`config.mk`:
```
export PLATFORM = sky130hd
export DESIGN_NAME = dtree_channel_arbiter_flat
export DESIGN_NICKNAME = d
export VERILOG_FILES = /design/src/rtl/dtree_channel_arbiter_if.sv /design/src/rtl/dtree_channel_arbiter.sv /design/src/flat_wrapper.sv
export SDC_FILE = /design/constraint.sdc
export NUM_CORES = 1
export LEC_CHECK = 0
export ABC_CLOCK_PERIOD_IN_PS = 3890
export CAP_MARGIN = 20
export CORE_ASPECT_RATIO = 0.8
export CORE_MARGIN = 1
export CORE_UTILIZATION = 48
export CTS_BUF_LIST = sky130_fd_sc_hd__clkbuf_8
export DETAILED_ROUTE_END_ITERATION = 10
export PLACE_DENSITY_LB_ADDON = 0.2
export SYNTH_ARGS = -nofsm -noshare
export SYNTH_HDL_FRONTEND = slang
export SYNTH_SLANG_ARGS = --single-unit
```
`constraint.sdc`:
```
create_clock -name clk -period 3.89 [get_ports clk]
set_input_delay 0.389 -clock clk [delete_from_list [all_inputs] [get_ports clk]]
set_output_delay 0.389 -clock clk [all_outputs]
set_load 0.01 [all_outputs]
```
`src/rtl/dtree_channel_arbiter_if.sv`:
```
// Bundle of the channel-side, core-side and result signals of the dtree
// channel arbiter. The master modport is the arbiter itself; the slave
// modport is the surrounding front ends, dtree core and result sink.
interface dtree_channel_arbiter_if #(
  parameter int CHANNELS = 4,
  parameter int FEATURES = 3,
  parameter int IN_WIDTH = 10
);
  localparam int CHW = $clog2(CHANNELS);
  localparam int LW  = $clog2(FEATURES);

  // per-electrode streams
  logic [CHANNELS-1:0]          ch_valid;
  logic [CHANNELS-1:0]          ch_ready;
  logic [CHANNELS*IN_WIDTH-1:0] ch_sample;

  // shared dtree core
  logic                         core_in_valid;
  logic                         core_ready;
  logic [IN_WIDTH-1:0]          core_sample;
  logic [LW-1:0]                core_level;
  logic [LW-1:0]                core_path;
  logic                         core_out_valid;

  // tagged classification result
  logic                         res_valid;
  logic [CHW-1:0]               res_channel;
  logic [LW-1:0]                res_level;
  logic [LW-1:0]                res_path;
  logic                         res_timeout;

  modport master (
    input  ch_valid, ch_sample, core_ready, core_level, core_path, core_out_valid,
    output ch_ready, core_in_valid, core_sample,
    output res_valid, res_channel, res_level, res_path, res_timeout
  );

  modport slave (
    output ch_valid, ch_sample, core_ready, core_level, core_path, core_out_valid,
    input  ch_ready, core_in_valid, core_sample,
    input  res_valid, res_channel, res_level, res_path, res_timeout
  );
endinterface

```
`src/rtl/dtree_channel_arbiter.sv`:
```
// Round-robin scheduler sharing one dtree classification core between
// CHANNELS sample streams: grant a channel, forward FEATURES samples,
// wait (bounded) for the classification, report it tagged with the channel.
module dtree_channel_arbiter #(
  parameter int CHANNELS = 4,
  parameter int FEATURES = 3,
  parameter int IN_WIDTH = 10,
  parameter int TIMEOUT  = 64
) (
  input  logic                   clk,
  input  logic                   reset,
  dtree_channel_arbiter_if.master bus
);
  localparam int unsigned NCH = CHANNELS;
  localparam int CHW = $clog2(CHANNELS);
  localparam int FCW = $clog2(FEATURES);
  localparam int WCW = $clog2(TIMEOUT + 1);

  localparam logic [CHW-1:0] LAST_CH   = CHW'(CHANNELS - 1);
  localparam logic [FCW-1:0] LAST_FEAT = FCW'(FEATURES - 1);
  localparam logic [WCW-1:0] LAST_WAIT = WCW'(TIMEOUT - 1);

  typedef enum logic [1:0] {
    IDLE,
    STREAM,
    WAIT,
    REPORT
  } state_t;

  state_t         state;
  logic [CHW-1:0] rr_ptr;
  logic [CHW-1:0] grant;
  logic [FCW-1:0] frame_cnt;
  logic [WCW-1:0] wait_cnt;

  logic [IN_WIDTH-1:0] samples [CHANNELS];
  logic                found;
  logic [CHW-1:0]      pick;
  logic [CHW-1:0]      cand;
  int unsigned         idx;
  logic                xfer;

  for (genvar g = 0; g < CHANNELS; g++) begin : g_unpack
    assign samples[g] = bus.ch_sample[g*IN_WIDTH +: IN_WIDTH];
  end

  // first requesting channel at or after rr_ptr, wrapping modulo CHANNELS
  always_comb begin
    found = 1'b0;
    pick  = '0;
    cand  = '0;
    idx   = 0;
    for (int unsigned i = 0; i < NCH; i++) begin
      idx = 32'(rr_ptr) + i;
      if (idx >= NCH) idx = idx - NCH;
      cand = CHW'(idx);
      if (!found && bus.ch_valid[cand]) begin
        found = 1'b1;
        pick  = cand;
      end
    end
  end

  // combinational pass-through of the granted channel into the core
  always_comb begin
    bus.ch_ready      = '0;
    bus.core_in_valid = 1'b0;
    bus.core_sample   = '0;
    if (state == STREAM) begin
      bus.ch_ready[grant] = bus.core_ready;
      bus.core_in_valid   = bus.ch_valid[grant];
      bus.core_sample     = samples[grant];
    end
  end

  assign xfer = (state == STREAM) && bus.ch_valid[grant] && bus.core_ready;

  // scheduler FSM; the res_* registers double as the result capture
  // registers, loaded on WAIT exit so they are stable during REPORT and after
  always_ff @(posedge clk or negedge reset) begin
    if (!reset) begin
      state           <= IDLE;
      rr_ptr          <= '0;
      grant           <= '0;
      frame_cnt       <= '0;
      wait_cnt        <= '0;
      bus.res_valid   <= 1'b0;
      bus.res_timeout <= 1'b0;
      bus.res_channel <= '0;
      bus.res_level   <= '0;
      bus.res_path    <= '0;
    end else begin
      bus.res_valid <= 1'b0;
      unique case (state)
        IDLE: begin
          if (found) begin
            grant <= pick;
            state <= STREAM;
          end
        end
        STREAM: begin
          if (xfer) begin
            if (frame_cnt == LAST_FEAT) begin
              frame_cnt <= '0;
              wait_cnt  <= '0;
              state     <= WAIT;
            end else begin
              frame_cnt <= frame_cnt + 1'b1;
            end
          end
        end
        WAIT: begin
          if (bus.core_out_valid) begin
            bus.res_level   <= bus.core_level;
            bus.res_path    <= bus.core_path;
            bus.res_timeout <= 1'b0;
            bus.res_channel <= grant;
            bus.res_valid   <= 1'b1;
            state           <= REPORT;
          end else if (wait_cnt == LAST_WAIT) begin
            bus.res_level   <= '0;
            bus.res_path    <= '0;
            bus.res_timeout <= 1'b1;
            bus.res_channel <= grant;
            bus.res_valid   <= 1'b1;
            state           <= REPORT;
          end else begin
            wait_cnt <= wait_cnt + 1'b1;
          end
        end
        REPORT: begin
          rr_ptr <= (grant == LAST_CH) ? '0 : grant + 1'b1;
          state  <= IDLE;
        end
        default: state <= IDLE;
      endcase
    end
  end
endmodule

```
`src/flat_wrapper.sv`:
```
// flat-port wrapper written by rule: the top's interface ports become plain ports
module dtree_channel_arbiter_flat 
#(
  parameter int CHANNELS = 4,
  parameter int FEATURES = 3,
  parameter int IN_WIDTH = 10,
  parameter int TIMEOUT  = 64
)
  (clk, reset, bus_ch_valid, bus_ch_sample, bus_core_ready, bus_core_level, bus_core_path, bus_core_out_valid, bus_ch_ready, bus_core_in_valid, bus_core_sample, bus_res_valid, bus_res_channel, bus_res_level, bus_res_path, bus_res_timeout);
  dtree_channel_arbiter_if #(.CHANNELS(CHANNELS), .FEATURES(FEATURES), .IN_WIDTH(IN_WIDTH)) bus_i ();
  input  logic clk;
  input  logic reset;
  input wire logic [$bits(bus_i.ch_valid)-1:0] bus_ch_valid;
  input wire logic [$bits(bus_i.ch_sample)-1:0] bus_ch_sample;
  input wire logic [$bits(bus_i.core_ready)-1:0] bus_core_ready;
  input wire logic [$bits(bus_i.core_level)-1:0] bus_core_level;
  input wire logic [$bits(bus_i.core_path)-1:0] bus_core_path;
  input wire logic [$bits(bus_i.core_out_valid)-1:0] bus_core_out_valid;
  output wire logic [$bits(bus_i.ch_ready)-1:0] bus_ch_ready;
  output wire logic [$bits(bus_i.core_in_valid)-1:0] bus_core_in_valid;
  output wire logic [$bits(bus_i.core_sample)-1:0] bus_core_sample;
  output wire logic [$bits(bus_i.res_valid)-1:0] bus_res_valid;
  output wire logic [$bits(bus_i.res_channel)-1:0] bus_res_channel;
  output wire logic [$bits(bus_i.res_level)-1:0] bus_res_level;
  output wire logic [$bits(bus_i.res_path)-1:0] bus_res_path;
  output wire logic [$bits(bus_i.res_timeout)-1:0] bus_res_timeout;
  assign bus_i.ch_valid = bus_ch_valid;
  assign bus_i.ch_sample = bus_ch_sample;
  assign bus_i.core_ready = bus_core_ready;
  assign bus_i.core_level = bus_core_level;
  assign bus_i.core_path = bus_core_path;
  assign bus_i.core_out_valid = bus_core_out_valid;
  assign bus_ch_ready = bus_i.ch_ready;
  assign bus_core_in_valid = bus_i.core_in_valid;
  assign bus_core_sample = bus_i.core_sample;
  assign bus_res_valid = bus_i.res_valid;
  assign bus_res_channel = bus_i.res_channel;
  assign bus_res_level = bus_i.res_level;
  assign bus_res_path = bus_i.res_path;
  assign bus_res_timeout = bus_i.res_timeout;
  dtree_channel_arbiter #(.CHANNELS(CHANNELS), .FEATURES(FEATURES), .IN_WIDTH(IN_WIDTH), .TIMEOUT(TIMEOUT)) u_core (.clk(clk), .reset(reset), .bus(bus_i));
endmodule
```
-- After elaboration in Yosys (flattened, before gate mapping)
Index checks and enable logic that the tools add are counted.
Widths: inputs -> output; s select.
- register bits: 23
- input port bits: 52
- output and inout port bits: 23
- logic and storage cells: 115
- eq/ne operators: 12
- mux-type cells: 53
- bitwise gates (word level): 2
- order comparisons: 11
- reductions and logical operators: 17
- add/subtract/negate cells: 10
- operators with widths (cell ; count):
    $mux 2 ; 20
    $mux 10 ; 3
    $mux 7 ; 4
    $bmux 10 s2 ; 1
    $mux 1 ; 16
    $lt 2x3->1 const B ; 5
    $pmux 7 s2 ; 1
    $ge 3x3->1 const B ; 4
    $bmux 1 s2 ; 5
    $eq 2x2->1 const B ; 4
    $pmux 2 s4 ; 1
    $sub 2x1->2 const B ; 4
    $add 7x1->7 const B ; 1
    $eq 7x6->1 const B ; 1
    $add 2x2->3 const B ; 2
    $logic_and 1x1->1 ; 6
    $ne 2x2->1 const B ; 3
    $reduce_and 2->1 ; 3
    $reduce_and 5->1 ; 1
    $add 2x1->2 const B ; 2
    $and 4x4->4 ; 1
    $mux 4 ; 1
    $ne 2x1->1 const B ; 2
    $reduce_and 4->1 ; 1
    10 further kinds ; 13

-- Longest topological paths before layout
Gate-level depths: netlist of the first run.
- word-level depth: 16
- mapped depth: 9
- depth with buffers taken out: 7

-- Worst setup path after synthesis of the first run
OpenSTA, ideal clock, no wires.
- path type: reg2out
- start point: register u_core.grant[0]
- end point: output bus_core_sample[3]
- arrival: 1500 ps
- required time: 3501 ps
- setup slack: 2001 ps
- buffers on the path: 2
- cell stages (with the launch flop): 5
- cell sequence: dfrtp_1 > buf_2 > buf_2 > mux4_2 > and2_1
- longest elaborated chain between the ends: 5
- RTL lines (what ; line ; RTL):
    start: declaration ; dtree_channel_arbiter.sv:32 ; logic [CHW-1:0] grant;
    start signal: assignment ; dtree_channel_arbiter.sv:97 ; grant <= pick;
    $not 2->3 (not written as such) ; dtree_channel_arbiter.sv:72 ; bus.core_sample = samples[grant];
    $bmux 10 s2 ; dtree_channel_arbiter.sv:72 ;
    $mux 10 (not written as such) (2 in series) ; dtree_channel_arbiter.sv:72 ;
    $mux 10 ; dtree_channel_arbiter.sv:69 ; if (state == STREAM) begin
    end: declaration ; flat_wrapper.sv:21 ; output wire logic [$bits(bus_i.core_sample)-1:0] bus_core_sample;
No other way between the ends. The select of a mux whose other input is x is not followed.

-- Worst setup path in the final report of the first run
- start point: register u_core.grant[0]
- end point: output bus_core_sample[9]
Same word-level chain as after synthesis.

==> results.md, run 1 <==
- Final number of max-transition violations: 0
- Top Ports: between 70 and 80
- Setup TNS: 0 ps
- Kind of end point of the critical path: output port
- Layout Skew: 7.644 ps
- Final HPWL from detailed placement: 3599 um
- Synthesized flop and latch total: 23
- Worst Setup Start Kind: flop
- Total CTS buffers: 3
- Vias in the first global route: 1613
- Clock-pin slew on the worst setup and hold paths: 90 ps
- TritonCTS sink count: 23
- Routability congestion estimate from global placement: 0.7633
- Clock tree from TritonCTS: done
- Share of the synthesized area in the top cell type: 32.53%
- Worst setup slack after layout: around 1100 ps
- Synth Warn #: 0
- Complex-gate fraction of the synthesized area: 16.62%
- Number of nets at the end of the flow: 311
- Die Width: 69.88 um
- Net count of the mapped netlist: 240
- Cell-internal power: approximately 0.0009 W
- Worst EP arrival: about 2400 ps
- Layout area overhead: 45.83%
- Final ANT Viol Nets: 0
- RSZ-0062 raised after global routing: false
- Antenna violations before repair: 0
- Crit. Startpoint: u_core.grant[0]
- Xor/xnor cell area share of the yosys netlist: 0.4950%
- Post-synthesis adder-cell area fraction: 7.072%
- Post-Synthesis Cells: 178
- Net switching power figure: approximately 0.00060 W
- Leakage power of the design: 1.062 nW
- Antenna cell count: 0
- Post-detailed-route via-to-cell ratio: 5.624
- Root Buffer: sky130_fd_sc_hd__clkbuf_8
- Largest net degree at the start of global routing: 27
- H-Tree Depth: 1
- Share of final-layout standard cells stronger than drive strength 1: between 10% and 20%
- Dominant synthesized flop cell: sky130_fd_sc_hd__dfrtp_1
- Period utilization: 71.05%
- Normalized max-slew margin: 46.78%
- 1st-iter DRT viols: 112
- Switch share: about 41%
- Number of vias after detailed routing: 1631
- Number of cells upsized or downsized after cts: 0
- Total design power: roughly 0.0015 W
- Synthesized-area fraction occupied by and/or/nand/nor cells: 21.15%
- Mean post-synth cell area: slightly below 10 sq um
- Reg power frac: around a third
- Total die area: 3934 sq um
- Endpoints failing hold: 0
- Critical-path maximum fanout: 18
- Hold_buf cts: 0
- Post-synthesis cell type count: 49
- Total wire length after detailed routing: 4626 um
- Worst Setup Path Type: flop to output port
- Multiplexer fraction of the synthesized cell area: between 10% and 20%
- R2r startpoint: u_core.state[1]
- Std cell rows: 19
- Clock latency reported for the late side of the worst-skew pair: 270 ps
- Library cell occupying the most area in the post-synthesis netlist: sky130_fd_sc_hd__dfrtp_1
- Count of maximum capacitance violations: 0
- Class of the tightest hold or removal check: input port to async pin
- Setup-violating endpoint count in the final report: 0
- Maximum vdd ir drop: approximately 420 uV
- Outcome: finished, final reports clean
- Required time worst endpoint: around 3500 ps
- Placeable core region: 3471 sq um
- 1st-pass router iterations: 4
- Residual DRC: 0
- Combined area of all synthesized cells: approximately 1800 sq um
- Proportion of power drawn by the clock network: 10.4%
- Fraction of registers with async set or reset after synthesis: 100.0%
- Place WS: 1324 ps
- Main area contributors after synthesis: sky130_fd_sc_hd__dfrtp_1 (33%), sky130_fd_sc_hd__mux4_2 (13%), sky130_fd_sc_hd__ha_1 (7.1%)
- Avg WL per Cell: 15.95 um
- Achievable frequency: 361.8 MHz
- Proportion of synthesized chip area in sequential cells: approximately 33%
- Post-CTS repair timing setup buffer count: 0
- GRT Total Usage: 25.30%
- Height of the die: ~56 um
- Power per cell area: 574.9 nW/um^2
- Overflow left after global routing: 0
- Wire length of the first global-routing pass: 7783 um
- Port bufs: 74
- Number of fillers in the final layout: between 200 and 300
- Number of buffers between clock root and the deepest sink: 2
- Minimum clock period: 2764 ps
- Initial standard-cell utilization of the core: 50.97%
- Share of power burned in combinational logic: 57.0%
- EDFF count, synth: 0
- Dominant combinational cell family by area after synthesis: simple AND/OR/NAND/NOR gates
- Reg2reg path depth: 7
- Actual transition at the worst max-transition pin: 798.3 ps
## through the flow
stage	util, %	instance area, sq um	hold slack (ps)	cells
6_report	74.33	2580	436.7	290
5_1_grt	74.33	2580	461.6	290
4_1_cts	73.90	2565	495.3	289
3_5_place_dp	72.57	2519	474.9	285
3_3_place_gp	72.57	2519	465.1	285
2_1_floorplan	-	1769	93.41	178
## worst max-delay path: stages, from the launching register on
cell and delay, ps:
sky130_fd_sc_hd__dfrtp_1 870, sky130_fd_sc_hd__mux4_2 600, sky130_fd_sc_hd__and2_1 170, sky130_fd_sc_hd__clkdlybuf4s50_1 470
## power by group through the flow
stage	clock, W	sequential [W]	combinational [W]
6_report	0.000154	0.000484	0.000846
5_1_grt	0.000169	0.000509	0.000930
4_1_cts	0.000158	0.000484	0.000851
3_5_place_dp	0	0.000487	0.000845
3_3_place_gp	0	0.000482	0.000827
2_1_floorplan	0	0.000425	0.000592
## synthesized netlist by cell type, drive strengths merged, types with 3 or more instances
cell type / instances
mux2i: 4
clkbuf: 3
a21oi: 7
mux2: 3
nand2: 17
mux4: 10
nor4: 5
inv: 12
buf: 6
nor2: 7
a22o: 4
nand3: 3
dfrtp: 23
ha: 10
o22ai: 3
and2: 13
and3: 6
o21ai: 14
## placed cells by master, fill, tap and decap left out, drive strengths merged, types with 4 or more instances in the layout
cell type,instances
o21ai,14
nand2,17
mux4,10
nor2,7
nor4,5
a21oi,7
clkdlybuf4s50,74
and2,13
ha,10
dfrtp,23
a22o,4
and3,6
mux2i,4
inv,12
## registers in the layout, summed over array words and instances, names as in the netlist
name and count:
u_core.grant 2, u_core.bus.res_level 2, u_core.frame_cnt 2, u_core.state 2, u_core.bus.res_channel 2, u_core.wait_cnt 7
u_core.bus.res_valid 1, u_core.rr_ptr 2, u_core.bus.res_timeout 1, u_core.bus.res_path 2
## cell families (layout without fill, tap and decap cells)
kind of cell    after synthesis  in the layout
flops                        23             23
mux                          17             17
xor+xnor                      1              1
fa+ha+maj                    10             10
buf+inv                      21             91
simple gates                 64             64
compound gates               42             42
## final timing paths
kind,to,slack [ps]
max,bus_core_sample[9],1130
min,u_core.bus.res_timeout,440
max reg2reg,u_core.state[1],1330
min reg2reg,u_core.bus.res_channel[0],490
max in group asynchronous,u_core.rr_ptr[1],2980
min in group clk,u_core.bus.res_channel[0],490
## final cells by class
type | instances | area (sq um) | area share (%)
tap | 42 | 52.55 | 2.037
timing repair buffer | 75 | 755.7 | 29.29
multi-input combinational | 134 | 1105 | 42.82
clock buffer | 3 | 41.29 | 1.600
sequential | 23 | 575.6 | 22.31
clock inverter | 1 | 5.005 | 0.1940
inverter | 12 | 45.04 | 1.746
## layer usage
metal  track usage, %  wire, um
met1            34.07      2102
met2            43.13      2332
met4            4.000        34
met5                0         0
met3            5.206       157
Note: power is estimated with default switching activity, not from simulation.
==> inputs of run 2 (changes only) <==
--- a/config.mk
+++ b/config.mk
@@ -5,11 +5,11 @@
 export SDC_FILE = /design/constraint.sdc
 export NUM_CORES = 1
 export LEC_CHECK = 0
-export ABC_CLOCK_PERIOD_IN_PS = 3890
+export ABC_CLOCK_PERIOD_IN_PS = 2250
 export CAP_MARGIN = 20
 export CORE_ASPECT_RATIO = 0.8
 export CORE_MARGIN = 1
-export CORE_UTILIZATION = 48
+export CORE_UTILIZATION = 40
 export CTS_BUF_LIST = sky130_fd_sc_hd__clkbuf_8
 export DETAILED_ROUTE_END_ITERATION = 10
 export PLACE_DENSITY_LB_ADDON = 0.2
==> constraint.sdc (replaced) <==
create_clock -name clk -period 2.25 [get_ports clk]
set_input_delay 0.225 -clock clk [delete_from_list [all_inputs] [get_ports clk]]
set_output_delay 0.225 -clock clk [all_outputs]
set_load 0.01 [all_outputs]
==> run 2 against run 1 <==
Against the previous run: via count is 1.2% lower; power is 79% higher; die area is 19% higher; final cell count is 7.2% higher; combinational power is 94% higher; sequential share of layout area is 0.80 points lower; count of clock-buffer cells in the layout stayed put; clock skew is 5.3 ps lower; critical path type unchanged; highest routed layer unchanged.
==> results.md, run 2 (same netlist as run 1, synthesis figures left out) <==
- Final number of max-transition violations: 0 (unchanged)
- Number of buffers between clock root and the deepest sink: 2 (unchanged)
- Achievable frequency: roughly 460 MHz
- Total die area: 4695 sq um (+19%)
- Final instance area: 2681 sq um (+3.9%)
- Setup TNS: 0 ps (unchanged)
- Clock-pin slew on the worst setup and hold paths: 80 ps (about the same)
- Setup-violating endpoint count in the final report: 0 (unchanged)
- Place WS: 294.8 ps (-1030 ps)
- Top Ports: 75 (unchanged)
- Normalized max-slew margin: 78.29% (+32 points)
- Total CTS buffers: 3 (unchanged)
- Post-CTS repair timing setup buffer count: 0 (unchanged)
- Number of cells upsized or downsized after cts: 0 (unchanged)
- Count of maximum capacitance violations: 0 (unchanged)
- Kind of end point of the critical path: output port
- Commonest cells after routing, fill and taps aside: sky130_fd_sc_hd__clkdlybuf4s50_1 (66), sky130_fd_sc_hd__dfrtp_1 (22), sky130_fd_sc_hd__nand2_1 (16), sky130_fd_sc_hd__o21ai_0 (14), sky130_fd_sc_hd__inv_1 (13)
- Worst EP arrival: 1950 ps (-420 ps)
- Height of the die: 61.49 um (+9.2%)
- Overflow left after global routing: 0 (unchanged)
- RSZ-0062 raised after global routing: false
- TritonCTS sink count: 23 (unchanged)
- Number of vias after detailed routing: 1611 (-1.2%)
- Fraction of met2 tracks used by global routing: 31.15% (-12 points)
- Met1 global-route usage: 26.77% (-7.3 points)
- GR Util met3: 4.148% (-1.1 points)
- Worst setup slack after layout: 71.16 ps (-1055 ps)
- Root Buffer: sky130_fd_sc_hd__clkbuf_8
- Worst Setup Path Type: flop to output port
- Routability congestion estimate from global placement: 0.7656 (+0.30%)
- Placeable core region: 4204 sq um (+21%)
- Std cell rows: 21 (+2)
- Required time worst endpoint: 2030 ps (-1470 ps)
- Endpoints failing hold: 0 (unchanged)
- Residual DRC: 0 (unchanged)
- Initial standard-cell utilization of the core: 42.08% (-8.9 points)
- 1st-iter DRT viols: 66 (-41%)
- Post-DP Area: 2603 sq um (+3.3%)
- Antenna violations before repair: 0 (unchanged)
- Worst Setup Start Kind: flop
- Busiest layer in global routing: met2
- Largest register by flop count: u_core.wait_cnt
- Wire length of the first global-routing pass: 7031 um (-9.7%)
- Layout area overhead: 51.56%
- Largest net degree at the start of global routing: 24 (-11%)
- Avg WL per Cell: 14.41 um (-9.7%)
- Most common cell after layout, fill and taps aside: sky130_fd_sc_hd__clkdlybuf4s50_1
- Actual transition at the worst max-transition pin: 322.7 ps (-475.6 ps)
- H-Tree Depth: 1 (unchanged)
- Hold_buf cts: 0 (unchanged)
- Leakage power of the design: 1.226 nW (+15%)
- Minimum clock period: 2179 ps
- Period utilization: between 90% and 100%
- Maximum vdd ir drop: 549.9 uV (+30%)
- Clock latency reported for the late side of the worst-skew pair: 270 ps (about the same)
- Worst hold slack after final layout: 307.8 ps (-128.9 ps)
- 1st-pass router iterations: 4 (unchanged)
- Share of final-layout standard cells stronger than drive strength 1: 14.96% (+2.5 points)
- Class of the tightest hold or removal check: input port to async pin
- Final ANT Viol Nets: 0 (unchanged)
- Number of fillers in the final layout: 341 (+28%)
- Port bufs: 74 (unchanged)
- Antenna cell count: 0 (unchanged)
- GRT Total Usage: 19.28% (-6.0 points)
- Max reg flops: 7 (unchanged)
- Clock tree from TritonCTS: done
- Final HPWL from detailed placement: 3427 um (-4.8%)
- Critical-path maximum fanout: 18 (unchanged)
- Number of nets at the end of the flow: 317 (+1.9%)
- Vias in the first global route: 1417 (-12%)
- Layout Skew: 2.296 ps (-5.349 ps)
- Total wire length after detailed routing: 4482 um (-3.1%)
- Post-detailed-route via-to-cell ratio: 5.180 (-7.9%)
- Outcome: finished, final reports clean
- Power per cell area: 989.8 nW/um^2 (+72%)
- Die Width: 76.36 um (+9.3%)
==> run 2: worst paths after layout <==
path,start,to,slack [ps],cells after the start
worst max-delay path,u_core.grant[0],bus_core_sample[7],70,4
worst min-delay path,reset,u_core.bus.res_timeout,310,2
worst max register to register,u_core.wait_cnt[0],u_core.wait_cnt[5],350,6
worst min register to register,u_core.bus.res_channel[0],u_core.bus.res_channel[0],490,2
max in group asynchronous,reset,u_core.grant[1],1690,2
min in group clk,u_core.bus.res_channel[0],u_core.bus.res_channel[0],490,2
==> run 2: area by class of cell <==
type                       count  area (sq um)  share of cell area, %
multi-input combinational    134          1117                  41.67
timing repair buffer          81         825.8                  30.80
sequential                    23         576.8                  21.51
tap                           57         71.32                  2.660
inverter                      12         45.04                  1.680
clock buffer                   3         41.29                  1.540
clock inverter                 1         3.754                 0.1400
==> run 2: through the flow <==
stage                     instances  power, W  util (%)
after floorplan                 178  0.001758         -
after global placement          307  0.002392     61.90
after detailed placement        307  0.002407     61.90
after CTS                       311  0.002669     62.98
after global routing            311  0.002868     63.78
final                           311  0.002654     63.78
==> run 2: layer usage <==
| layer | vias up | part of all wire, % | wire, um |
|---|---|---|---|
| met5 | - | 0 | 0 |
| met4 | 0 | 0.89 | 40 |
| met3 | 5 | 5.0 | 224 |
| met2 | 50 | 46 | 2055 |
| met1 | 754 | 48 | 2162 |
| li1 | 802 | - | - |
==> run 2: where the power goes <==
part           leakage [nW]  switching, W  internal (W)
clock                0.0269      0.000134      0.000122
combinational         0.907      0.000741      0.000904
sequential            0.292      0.000173      0.000580
==> run 2: worst max-delay path, stage by stage (launching register included) <==
cell and delay (ps):
sky130_fd_sc_hd__dfrtp_1 380, sky130_fd_sc_hd__buf_12 170, sky130_fd_sc_hd__mux4_2 500, sky130_fd_sc_hd__and2_1 160, sky130_fd_sc_hd__clkdlybuf4s50_1 470
